[src/rtl/ege_pkg.sv]
// Shared types, widths and the ue/se mapping for the exp-Golomb bit encoder.
// EGE_DATA_W is the syntax-element width. The top-level DATA_W parameter must
// keep this value because ege_map is sized from it.
package ege_pkg;

  localparam int EGE_DATA_W = 16;
  // Bits needed to index any position of the (DATA_W+1)-bit codeword value.
  localparam int EGE_IDX_W  = $clog2(EGE_DATA_W + 1);
  // Width of the prefix/suffix down-counter and of the leading-one index.
  localparam int EGE_CNT_W  = EGE_IDX_W + 1;

  typedef enum logic [1:0] {
    IDLE   = 2'd0,
    PREFIX = 2'd1,
    SUFFIX = 2'd2
  } ege_state_e;

  // Map a syntax element to codeNum k. ue passes v through unchanged.
  // se maps v>0 to 2v-1 and v<=0 to -2v. All arithmetic is done in
  // DATA_W+1 bits, so the most negative v lands exactly on 2^DATA_W.
  function automatic logic [EGE_DATA_W:0] ege_map(input logic [EGE_DATA_W-1:0] v,
                                                  input logic is_se);
    logic [EGE_DATA_W:0] vx;
    logic [EGE_DATA_W:0] v2;
    logic [EGE_DATA_W:0] k;
    vx = {v[EGE_DATA_W-1], v};
    v2 = {vx[EGE_DATA_W-1:0], 1'b0};
    if (!is_se) begin
      k = {1'b0, v};
    end else if (!v[EGE_DATA_W-1] && (v != '0)) begin
      k = v2 - {{EGE_DATA_W{1'b0}}, 1'b1};
    end else begin
      k = '0 - v2;
    end
    return k;
  endfunction

endpackage

[src/rtl/ege_lzc.sv]
// Leading-one detector: returns the index of the most significant set bit of
// x_i. Returns 0 for x_i == 0, which the encoder never presents.
module ege_lzc #(
  parameter int W  = 17,
  parameter int NW = 6
) (
  input  logic [W-1:0]  x_i,
  output logic [NW-1:0] n_o
);

  // Scan from LSB upward so the highest set bit wins.
  always_comb begin
    n_o = '0;
    for (int i = 0; i < W; i++) begin
      if (x_i[i]) n_o = NW'(i);
    end
  end

endmodule

[src/rtl/ege_bit_encoder.sv]
// Exp-Golomb bit-serial encoder: accepts one ue(v)/se(v) element per
// handshake and emits N zeros followed by x[N:0] MSB-first, x = k+1.
// Build option: define EGE_SE_EN to compile in the se(v) mapping selected by
// in_signed. Without it in_signed is ignored and every element is ue(v).
//
// state  | meaning
// IDLE   | no codeword loaded, ready for a new element
// PREFIX | emitting the N leading zeros, cnt counts N..1
// SUFFIX | emitting x[cnt], cnt counts N..0, last bit at cnt==0
module ege_bit_encoder
  import ege_pkg::*;
#(
  parameter int DATA_W = EGE_DATA_W
) (
  input  logic              wb_clk_i,
  input  logic              wb_rst_i,
  input  logic              in_valid,
  output logic              in_ready,
  input  logic [DATA_W-1:0] in_data,
  input  logic              in_signed,
  output logic              bit_valid,
  input  logic              bit_ready,
  output logic              bit_out,
  output logic              bit_last,
  output logic [15:0]       cw_count
);

  localparam int XW = DATA_W + 1;

  ege_state_e           state_q, state_d;
  logic [EGE_CNT_W-1:0] cnt_q, cnt_d;
  logic [EGE_CNT_W-1:0] n_q, n_d;
  logic [XW-1:0]        x_q, x_d;
  logic [15:0]          cw_count_q, cw_count_d;

  logic [XW-1:0]        k_map;
  logic [XW-1:0]        x_new;
  logic [EGE_CNT_W-1:0] n_new;
  ege_state_e           load_state;
  logic                 fire;
  logic                 last_fire;
  logic                 accept;

`ifdef EGE_SE_EN
  assign k_map = ege_map(in_data, in_signed);
`else
  logic unused_signed;
  assign unused_signed = in_signed;
  assign k_map = {1'b0, in_data};
`endif

  assign x_new = k_map + XW'(1);

  ege_lzc #(
    .W  (XW),
    .NW (EGE_CNT_W)
  ) u_lzc (
    .x_i (x_new),
    .n_o (n_new)
  );

  // A single-bit codeword (k=0) skips the prefix entirely.
  assign load_state = (n_new == '0) ? SUFFIX : PREFIX;

  // Outputs decode straight from registers so they hold steady under stall.
  assign bit_valid = (state_q != IDLE);
  assign bit_last  = (state_q == SUFFIX) && (cnt_q == '0);
  assign bit_out   = (state_q == SUFFIX) && x_q[cnt_q[EGE_IDX_W-1:0]];
  assign cw_count  = cw_count_q;

  assign fire      = bit_valid && bit_ready;
  assign last_fire = fire && bit_last;
  // Ready while idle, or in the cycle the final bit drains, so codewords
  // can follow each other with no gap.
  assign in_ready  = !wb_rst_i && ((state_q == IDLE) || last_fire);
  assign accept    = in_valid && in_ready;

  // Next-state logic: load on accept, count down on each consumed bit.
  always_comb begin
    state_d    = state_q;
    cnt_d      = cnt_q;
    n_d        = n_q;
    x_d        = x_q;
    cw_count_d = cw_count_q;
    if (last_fire) cw_count_d = cw_count_q + 16'd1;
    case (state_q)
      IDLE: begin
        if (accept) begin
          state_d = load_state;
          cnt_d   = n_new;
          n_d     = n_new;
          x_d     = x_new;
        end
      end
      PREFIX: begin
        if (fire) begin
          if (cnt_q == EGE_CNT_W'(1)) begin
            state_d = SUFFIX;
            cnt_d   = n_q;
          end else begin
            cnt_d = cnt_q - EGE_CNT_W'(1);
          end
        end
      end
      SUFFIX: begin
        if (fire) begin
          if (cnt_q == '0) begin
            if (accept) begin
              state_d = load_state;
              cnt_d   = n_new;
              n_d     = n_new;
              x_d     = x_new;
            end else begin
              state_d = IDLE;
            end
          end else begin
            cnt_d = cnt_q - EGE_CNT_W'(1);
          end
        end
      end
      default: state_d = IDLE;
    endcase
  end

  // State and datapath registers; reset discards any partial codeword.
  always_ff @(posedge wb_clk_i) begin
    if (wb_rst_i) begin
      state_q    <= IDLE;
      cnt_q      <= '0;
      n_q        <= '0;
      x_q        <= '0;
      cw_count_q <= '0;
    end else begin
      state_q    <= state_d;
      cnt_q      <= cnt_d;
      n_q        <= n_d;
      x_q        <= x_d;
      cw_count_q <= cw_count_d;
    end
  end

endmodule

[config.mk]
export PLATFORM = sky130hd
export DESIGN_NAME = ege_bit_encoder
export DESIGN_NICKNAME = d
export VERILOG_FILES = /design/src/rtl/ege_pkg.sv /design/src/rtl/ege_lzc.sv /design/src/rtl/ege_bit_encoder.sv
export SDC_FILE = /design/constraint.sdc
export NUM_CORES = 1
export LEC_CHECK = 0
export BUFFER_PORTS_ARGS = -buffer_cell sky130_fd_sc_hd__buf_2
export CORE_ASPECT_RATIO = 0.5
export CORE_MARGIN = 8
export CORE_UTILIZATION = 63
export CTS_CLUSTER_SIZE = 30
export DETAILED_ROUTE_END_ITERATION = 8
export GPL_TIMING_DRIVEN = 0
export PLACE_DENSITY = 0.91
export SLEW_MARGIN = 40
export SYNTH_ARGS = -nofsm -noshare
export SYNTH_HDL_FRONTEND = slang
export SYNTH_HIERARCHICAL = 1
export SYNTH_SLANG_ARGS = --single-unit
[constraint.sdc]
create_clock -name wb_clk_i -period 5.8 [get_ports wb_clk_i]
set_clock_uncertainty 0.05 [all_clocks]
set_input_delay 1.16 -clock wb_clk_i [delete_from_list [all_inputs] [get_ports wb_clk_i]]
set_output_delay 1.16 -clock wb_clk_i [all_outputs]
set_load 0.01 [all_outputs]
==> impl_metrics.toml <==
[status]
status = "complete, no violations"

[grt]
grtUsageTotal_pct = 20.2
antenna_found_initial = 0
grt_pass1_vias = 2766
grt_overflow_total = 0
grt_pass1_wl_mm = 12.5
grt_max_degree = 16

[sta]
final_max_slew_viol_count = 0
hold_viol_final = 0
relSlewSlack_pct = 59.9
finalSetupTns_ns = 0
fmax_ghz = 0.262
tightest_slew_ns = 0.602
fin_crit_sh_pct = 65.7
worst_slack_ns = 1.99
finalSetupViolCount = 0
period_needed_ns = 3.81
hold_slack_ns = 0.407
grt_setup_unrepaired = "false"

[place]
hpwl_mm = 5.80
place_ws_ns = 1.99
port-buffer-count = 39
dpl.cell_count = 498
place.gp.congestion = 0.931

[clock_tree]
ctsHoldBuffers = 0
clkSlewWorstSetupHoldPaths_ns = 0.09
cts-root-buf = "clkbuf_8"
clockBufferDepth = 2
clock_latency_ns = 0.30
clock-sinks = 47
numCtsBuffers = 5
htreeDepth = 2
cts_tree = "built"
cts-resized-gates = 0
post_cts_buffers = 0

[critical_path]
cp_max_fo = 10
critPathMaxStageDelay_ns = 0.41
path_cells = "buf_2, clkbuf_1, clkbuf_1, buf_1, nor2_1, buf_2"
r2r_cells = 8
critical_path_buf_inv_count = 5
r2r-end = "n_q[3]"
slowest_stage = "buf_1"
critPathLaunchType = "primary input"
cp_top_family = "buffers and inverters"
cp-end-kind = "output port"
arrival_ns = 2.60
critPathKind = "in2out"
cp.required_ns = 4.59
rrSetupSlack_ns = 3.33
reg2reg_from = "cnt_q[0]"

[pwr]
ir_drop_mv = 0.167
p_leak_nw = 1.35
finalPower_mw = 1.20
p_per_area_mw_per_mm2 = 342

[detailed_routing]
drc_errors = 0
via_per_inst = 5.94
drt-initial-drc-count = 205
routedWlPerCell_um = 15.1
drt-pass1-iter-count = 4
routed-via-count = 3006
postRouteAntennaNets = 0
drt-total-wl_mm = 7.65

[yosys]
synth_warnings = 6
avgSynthCellArea_um2 = 8.01
synth.net_count = 419
postSynthCellCount = 389
syn_area_mm2 = 0.00312

[final_layout]
n_antenna_cell = 0
area_delta_synth_final_pct = 12.4
nets = 465
drive_gt1_share_pct = 17.7
fin_cells = 506

[floorplanning]
io_pins = 41
die_h_um = 65.7
die_area_mm2 = 0.00759
core_mm2 = 0.00484
num_rows = 18
die_x_um = 115
initial_core_util_pct = 64.4

[hold_path]
min_path_cells = 2
holdCritPathClass = "reg2reg"
min_from = "x_q[16]"
hold_end = "x_q[16]"

[job]
drv_cap = 0
-- state kept, by name, summed over array words and instances (netlist names) --
register	cells
cnt_q	6
n_q	6
cw_count	16
x_q	17
state_q	2
-- worst register-to-register path: cells and delay by family, from the launching register on --
kind | cells | cell delay [ns]
AO/OA/AOI/OAI | 2 | 0.55
AND/OR/NAND/NOR | 3 | 0.56
buffers and inverters | 2 | 0.42
adder cells (fa/ha/maj) | 1 | 0.33
flip-flops | 1 | 0.50
-- power by group --
group / leakage, nW / internal [mW] / switching [mW]
clock: 0.0474 / 0.0973 / 0.111
sequential: 0.383 / 0.366 / 0.0356
combinational: 0.921 / 0.240 / 0.349
total: 1.35 / 0.703 / 0.496
-- through the flow --
| stage | utilization [%] | area, um2 |
|---|---|---|
| CTS | 72.2 | 3500 |
| global placement | 70.2 | 3400 |
| finish | 72.4 | 3500 |
| detailed placement | 70.2 | 3400 |
| global route | 72.4 | 3500 |
| floorplan | - | 3120 |
-- metal layers --
metal | share of wire (%) | routed length, um | global-route usage [%] | vias up
li1 | - | - | - | 1479
met1 | 44 | 3390 | 24.0 | 1376
met2 | 46 | 3520 | 34.9 | 125
met3 | 7.0 | 536 | 4.20 | 26
met4 | 2.5 | 195 | 9.08 | 0
met5 | 0 | 0 | 0 | -
-- worst max path at each step --
stage | slack [ns] | from | to | depth (start not counted)
after global routing | 1.86 | wb_rst_i | in_ready | 6
final | 1.99 | wb_rst_i | in_ready | 6
after detailed placement | 1.99 | wb_rst_i | in_ready | 6
after global placement | 1.97 | wb_rst_i | in_ready | 6
after CTS | 1.99 | wb_rst_i | in_ready | 6
after floorplan | 2.49 | wb_rst_i | in_ready | 4
-- cells in the final DEF (no fill, tap or decap), drive strengths merged, types with 4 or more instances in the layout --
cell	n
nor4	14
dfxtp	47
buf	52
o21ai	9
inv	16
nor2b	6
xor2	9
and3	6
nand4	10
xnor2	21
mux4	4
nand3	19
ha	9
nor2	58
mux2i	5
clkbuf	16
a21oi	21
and4	4
nand2	38
nor3	18
-- area by class of cell --
type	count	area (um2)
multi-input cells	303	2000
fillers	413	1340
flip-flops and latches	47	941
repair buffers	39	195
plain buffers	23	125
well taps	70	87.6
clock buffers	6	82.6
inverters	16	60.1
clock inverters	2	16.3
(Power assumes the default switching activity.)
